===== src/rtl/alu_op_sequencer.sv =====
// alu_op_sequencer: accepts one ALU operation per handshake, drives the
// registered operands into the ALU, waits SETTLE cycles, then captures
// the ALU result and flags into a response register. The last result is
// kept in an accumulator so requests can chain (A := previous w).
module alu_op_sequencer #(
   parameter int unsigned WIDTH  = 16,
   parameter int unsigned OPW    = 3,
   parameter int unsigned SETTLE = 2
) (
   input  logic             clk,
   input  logic             rst,
   input  logic             req_valid,
   output logic             req_ready,
   input  logic [OPW-1:0]   req_opc,
   input  logic [WIDTH-1:0] req_a,
   input  logic [WIDTH-1:0] req_b,
   input  logic             req_inc,
   input  logic             req_acc,
   output logic [WIDTH-1:0] alu_inA,
   output logic [WIDTH-1:0] alu_inB,
   output logic             alu_inc,
   output logic [OPW-1:0]   alu_opc,
   input  logic [WIDTH-1:0] alu_w,
   input  logic             alu_zer,
   input  logic             alu_neg,
   output logic             rsp_valid,
   input  logic             rsp_ready,
   output logic [WIDTH-1:0] rsp_w,
   output logic             rsp_zer,
   output logic             rsp_neg,
   output logic             busy
);

   // Counter only has to hold SETTLE-1; keep at least one bit.
   localparam int unsigned CNT_W = (SETTLE > 1) ? $clog2(SETTLE) : 1;

   typedef enum logic [1:0] {
      IDLE = 2'd0,
      WAIT = 2'd1,
      RESP = 2'd2
   } state_t;

   state_t             state;
   logic [CNT_W-1:0]   cnt;
   logic [WIDTH-1:0]   acc;

   // Sequencer FSM: accept -> settle -> capture -> hand off response.
   always_ff @(posedge clk) begin
      if (rst) begin
         state     <= IDLE;
         cnt       <= '0;
         acc       <= '0;
         req_ready <= 1'b1;
         busy      <= 1'b0;
         rsp_valid <= 1'b0;
         rsp_w     <= '0;
         rsp_zer   <= 1'b0;
         rsp_neg   <= 1'b0;
         alu_inA   <= '0;
         alu_inB   <= '0;
         alu_inc   <= 1'b0;
         alu_opc   <= '0;
      end else begin
         unique case (state)
            IDLE: begin
               if (req_valid && req_ready) begin
                  alu_inA   <= req_acc ? acc : req_a;
                  alu_inB   <= req_b;
                  alu_inc   <= req_inc;
                  alu_opc   <= req_opc;
                  cnt       <= CNT_W'(SETTLE - 1);
                  req_ready <= 1'b0;
                  busy      <= 1'b1;
                  state     <= WAIT;
               end
            end
            WAIT: begin
               if (cnt != '0) begin
                  cnt <= cnt - CNT_W'(1);
               end else begin
                  // Flags are taken from the ALU as is, never recomputed.
                  rsp_w     <= alu_w;
                  rsp_zer   <= alu_zer;
                  rsp_neg   <= alu_neg;
                  acc       <= alu_w;
                  rsp_valid <= 1'b1;
                  state     <= RESP;
               end
            end
            RESP: begin
               if (rsp_valid && rsp_ready) begin
                  rsp_valid <= 1'b0;
                  req_ready <= 1'b1;
                  busy      <= 1'b0;
                  state     <= IDLE;
               end
            end
            default: begin
               rsp_valid <= 1'b0;
               req_ready <= 1'b1;
               busy      <= 1'b0;
               state     <= IDLE;
            end
         endcase
      end
   end

endmodule


===== config.mk =====
export PLATFORM = sky130hd
export DESIGN_NAME = alu_op_sequencer
export DESIGN_NICKNAME = d
export VERILOG_FILES = /design/src/rtl/alu_op_sequencer.sv
export SDC_FILE = /design/constraint.sdc
export NUM_CORES = 1
export LEC_CHECK = 0
export ABC_AREA = 0
export BUFFER_PORTS_ARGS = -buffer_cell sky130_fd_sc_hd__buf_2
export CORE_MARGIN = 10
export CORE_UTILIZATION = 45
export CTS_CLUSTER_DIAMETER = 80
export DETAILED_ROUTE_END_ITERATION = 10
export PLACE_DENSITY = 0.8
export SKIP_CTS_REPAIR_TIMING = 1
export SYNTH_ARGS = -nofsm -noshare
export SYNTH_HDL_FRONTEND = slang
export SYNTH_SLANG_ARGS = --single-unit
export TNS_END_PERCENT = 5

===== constraint.sdc =====
create_clock -name clk -period 1.5 [get_ports clk]
set_input_delay 0.225 -clock clk [delete_from_list [all_inputs] [get_ports clk]]
set_output_delay 0.225 -clock clk [all_outputs]
set_load 0.05 [all_outputs]

# Word-level counts from Yosys, hierarchy flattened
# Cells that the tools add are included.
# totals
wordCells	46
out_inout_bits	57
reg_bits	60
input_bits	59
# classes
n_addsub	1
n_bitwise	3
n_eq_ne	5
reduce_logical	10
n_mux	15
# op_table
cell	count
$mux W16	1
$pmux W1 S3	3
$reduce_and A3 Y1	3
$mux W1	6
$mux W2	3
$ne A2 B2 Y1 const B	3
$pmux W2 S3	1
$reduce_and A2 Y1	3
$not A1 Y1	3
$eq A2 B1 Y1 const B	1
$eq A2 B2 Y1 const B	1
$logic_and A1 B1 Y1	2
$logic_not A2 Y1	1
$pmux W1 S2	1
$reduce_bool A2 Y1	1
$sub A1 B1 Y1 const B	1

# Depth between registers and ports, before layout
# depth
word_depth	3
depth_mapped	6
ltp_nobuf	3

# Worst setup path before layout
# No wires, ideal clock.
# synth_timing
path_type	register -> register
start	register req_ready
end	register alu_inA[0]
path_buffers	2
arrival_time_ps	1438
t_required_ps	1414
path_stages_with_launch	6
setup_slack_ps	-24
setup_ps	86
path_cell_list	dfxtp_1 -> and4bb_2 -> buf_4 -> buf_6 -> nor2_1 -> a211oi_1
# synth_between
elab_chain_cells	2
# synth_lines
element	line	rtl
start, declared	13	output logic req_ready,
start signal, assigned	53	req_ready <= 1'b1;
start signal, assigned	72	req_ready <= 1'b0;
start signal, assigned	93	req_ready <= 1'b1;
$logic_and A1 B1 Y1	66	if (req_valid && req_ready) begin
$reduce_and A2 Y1 (no source line)	-	
end signal, assigned	67	alu_inA <= req_acc ? acc : req_a;
end, declared	19	output logic [WIDTH-1:0] alu_inA,
# Every way passes these cells.
# A chain may end at the register's enable or synchronous reset.

# Final worst setup path
# layout_timing
start	register cnt
end	register acc[6]
# layout_between
elab_chain_cells	2
# layout_lines
element	line	rtl
start, declared	44	logic [CNT_W-1:0] cnt;
start signal, assigned	71	cnt <= CNT_W'(SETTLE - 1);
start signal, assigned	79	cnt <= cnt - CNT_W'(1);
$not A1 Y1 (no source line)	-	
$reduce_and A2 Y1 (no source line)	-	
end signal, assigned	85	acc <= alu_w;
end, declared	45	logic [WIDTH-1:0] acc;
# Every way passes these cells.

==> flow_metrics.py <==
metrics = {
    "floorplanning": {
        "die_height_um": 91.5,
        "rows": 25,
        "start_util_pct": 47.4,
        "core_um2": 4850,
        "dieArea_um2": 8370,
        "io_pins": 116,
        "die_x_um": 91.5,
    },
    "global_route": {
        "antenna_found_initial": 0,
        "grt_pass1_wl_um": 10400,
        "grt_pass1_vias": 2258,
        "grt_max_degree": 53,
        "grt_use_total_pct": 15.2,
        "grt-ovfl-total": 0,
    },
    "logic_synthesis": {
        "syn_nets": 326,
        "yosysUniqueCellTypes": 23,
        "synth-edff-count": 0,
        "synth_cells": 267,
        "yosys_most_used_dff": "dfxtp_1",
        "yosysSeqAreaShare_pct": 52.3,
        "synth-async-reset-ratio_pct": 0,
        "synth-seq-cells": 60,
        "netlist_area_um2": 2300,
        "avgSynthCellArea_um2": 8.61,
        "yosys_warnings": 0,
    },
    "timing": {
        "fin_crit_sh_pct": 90.4,
        "min_period_ns": 1.36,
        "setup_ws_ns": 0.144,
        "fmax_mhz": 738,
        "grt_setup_unrepaired": "no",
        "finClkSkew_ns": 0.00952,
        "setup-tns-final_ns": 0,
        "max-slew-margin-rel_pct": 65.7,
        "slew_viol_final": 0,
        "worstMarginPinSlew_ns": 0.514,
        "hold_viol_final": 0,
        "setup_viol": 0,
    },
    "layout": {
        "fin_util_pct": 64.0,
        "fin_nets": 439,
        "n_antenna_cell": 0,
        "layout_common_cells": "buf_2, nand2_1, dfxtp_1",
        "area_growth_pct": 34.9,
        "mostFrequentLayoutCell": "buf_2",
        "drive_gt1_share_pct": 37.1,
        "instances_no_fill": 450,
        "fin_area_um2": 3100,
    },
    "clock_network": {
        "htree_levels": 3,
        "insertion_delay_ns": 0.32,
        "numCtsBuffers": 9,
        "cts-root-buf": "clkbuf_8",
        "clock_path_buffers": 2,
        "cts.reportedPaths.clkPinSlew_ns": 0.06,
        "cts_tree": "yes",
        "clock-sinks": 60,
    },
    "setup_path": {
        "cp-end-kind": "register",
        "critPathKind": "register to register",
        "cp_max_fo": 19,
        "cp.required_ns": 1.69,
        "cp-start-kind": "register",
        "reg2regPathDepth": 3,
        "cp_data_arrival_time_ns": 1.55,
    },
    "placement": {
        "hpwl_um": 4860,
        "gp_congestion": 0.770,
        "place_inst": 436,
        "pre_cts_slack_ns": 0.147,
        "placed_cell_area_um2": 2930,
        "port_buffers": 115,
    },
    "worst_hold_path": {
        "hold_path.class": "primary input to register",
        "whs_path_depth": 3,
    },
    "power_and_ir_drop": {
        "irDropWorstVdd_mv": 0.829,
        "power.density_nw_per_um2": 1370,
        "p_leak_uw": 0.00147,
    },
    "route": {
        "wl_met3_um": 755,
        "drt_iter0_drc": 55,
        "wl_met1_um": 2650,
        "wl_per_cell_um": 14.2,
        "firstDrtPassIters": 4,
        "vias": 2190,
        "via_per_inst": 4.87,
        "antenna_left": 0,
        "wl_met2_um": 2890,
        "highest_layer": "met4",
        "routed_wl_um": 6410,
        "drc": 0,
    },
    "status": {
        "status": "finished, final reports clean",
    },
    "flow_run": {
        "drv_cap": 0,
    },
}
## layer usage
layer	up-vias	global-route usage [%]
met4	0	7.05
met5	-	0
met3	11	9.05
met1	965	16.1
li1	1122	-
met2	92	23.7
## Yosys cell counts, drive strengths merged, types with 2 or more instances
cell type	instances	area, um^2
nand2	79	297
dfxtp	60	1200
a21oi	40	200
a211oi	17	128
nor2	17	63.8
mux2i	16	160
buf	13	91.3
clkbuf	9	33.8
inv	3	11.3
a211o	2	17.5
## area by class of cell
type / instances / area [um^2]
timing repair buffer: 124 / 668
fill: 423 / 1750
tap: 67 / 83.8
multi-input combinational: 182 / 961
clock buffer: 12 / 165
clock inverter: 2 / 10.0
inverter: 3 / 11.3
sequential: 60 / 1200
## through the flow
step	total power [uW]	hold slack [ns]
2_1_floorplan	2730	0.361
3_5_place_dp	3030	0.444
5_1_grt	4480	0.118
4_1_cts	4310	0.119
6_report	4250	0.133
3_3_place_gp	3010	0.439
## state kept, by name (all words and copies together) (netlist names)
name,cells
acc,16
alu_inA,16
alu_inB,16
alu_opc,3
state,2
alu_inc,1
busy,1
cnt,1
req_ready,1
rsp_neg,1
rsp_valid,1
rsp_zer,1
## cell families after synthesis
group / Yosys count / synth area share, %
AO/OA/AOI/OAI: 64 / 16.7
buffers and inverters: 25 / 5.93
flip-flops: 60 / 52.3
multiplexers: 16 / 6.97
AND/OR/NAND/NOR: 102 / 18.2
## power breakdown
group	internal, uW	switching (uW)
Combinational	327	831
Clock	710	553
Sequential	1740	83.3
## final timing paths
| path | to | slack (ns) | from |
|---|---|---|---|
| worst min register to register | alu_inB[5] | 0.45 | alu_inB[5] |
| worst max register to register | acc[6] | 0.14 | cnt |
| worst max-delay path | acc[6] | 0.14 | cnt |
| worst min-delay path | alu_inB[9] | 0.13 | req_b[9] |
## critical path, stage by stage, from the launching register on
cell and delay (ns):
dfxtp_1 0.34, or3b_2 0.68, nand2_1 0.14, a21oi_1 0.07
Power figures use the tool's default switching activity.
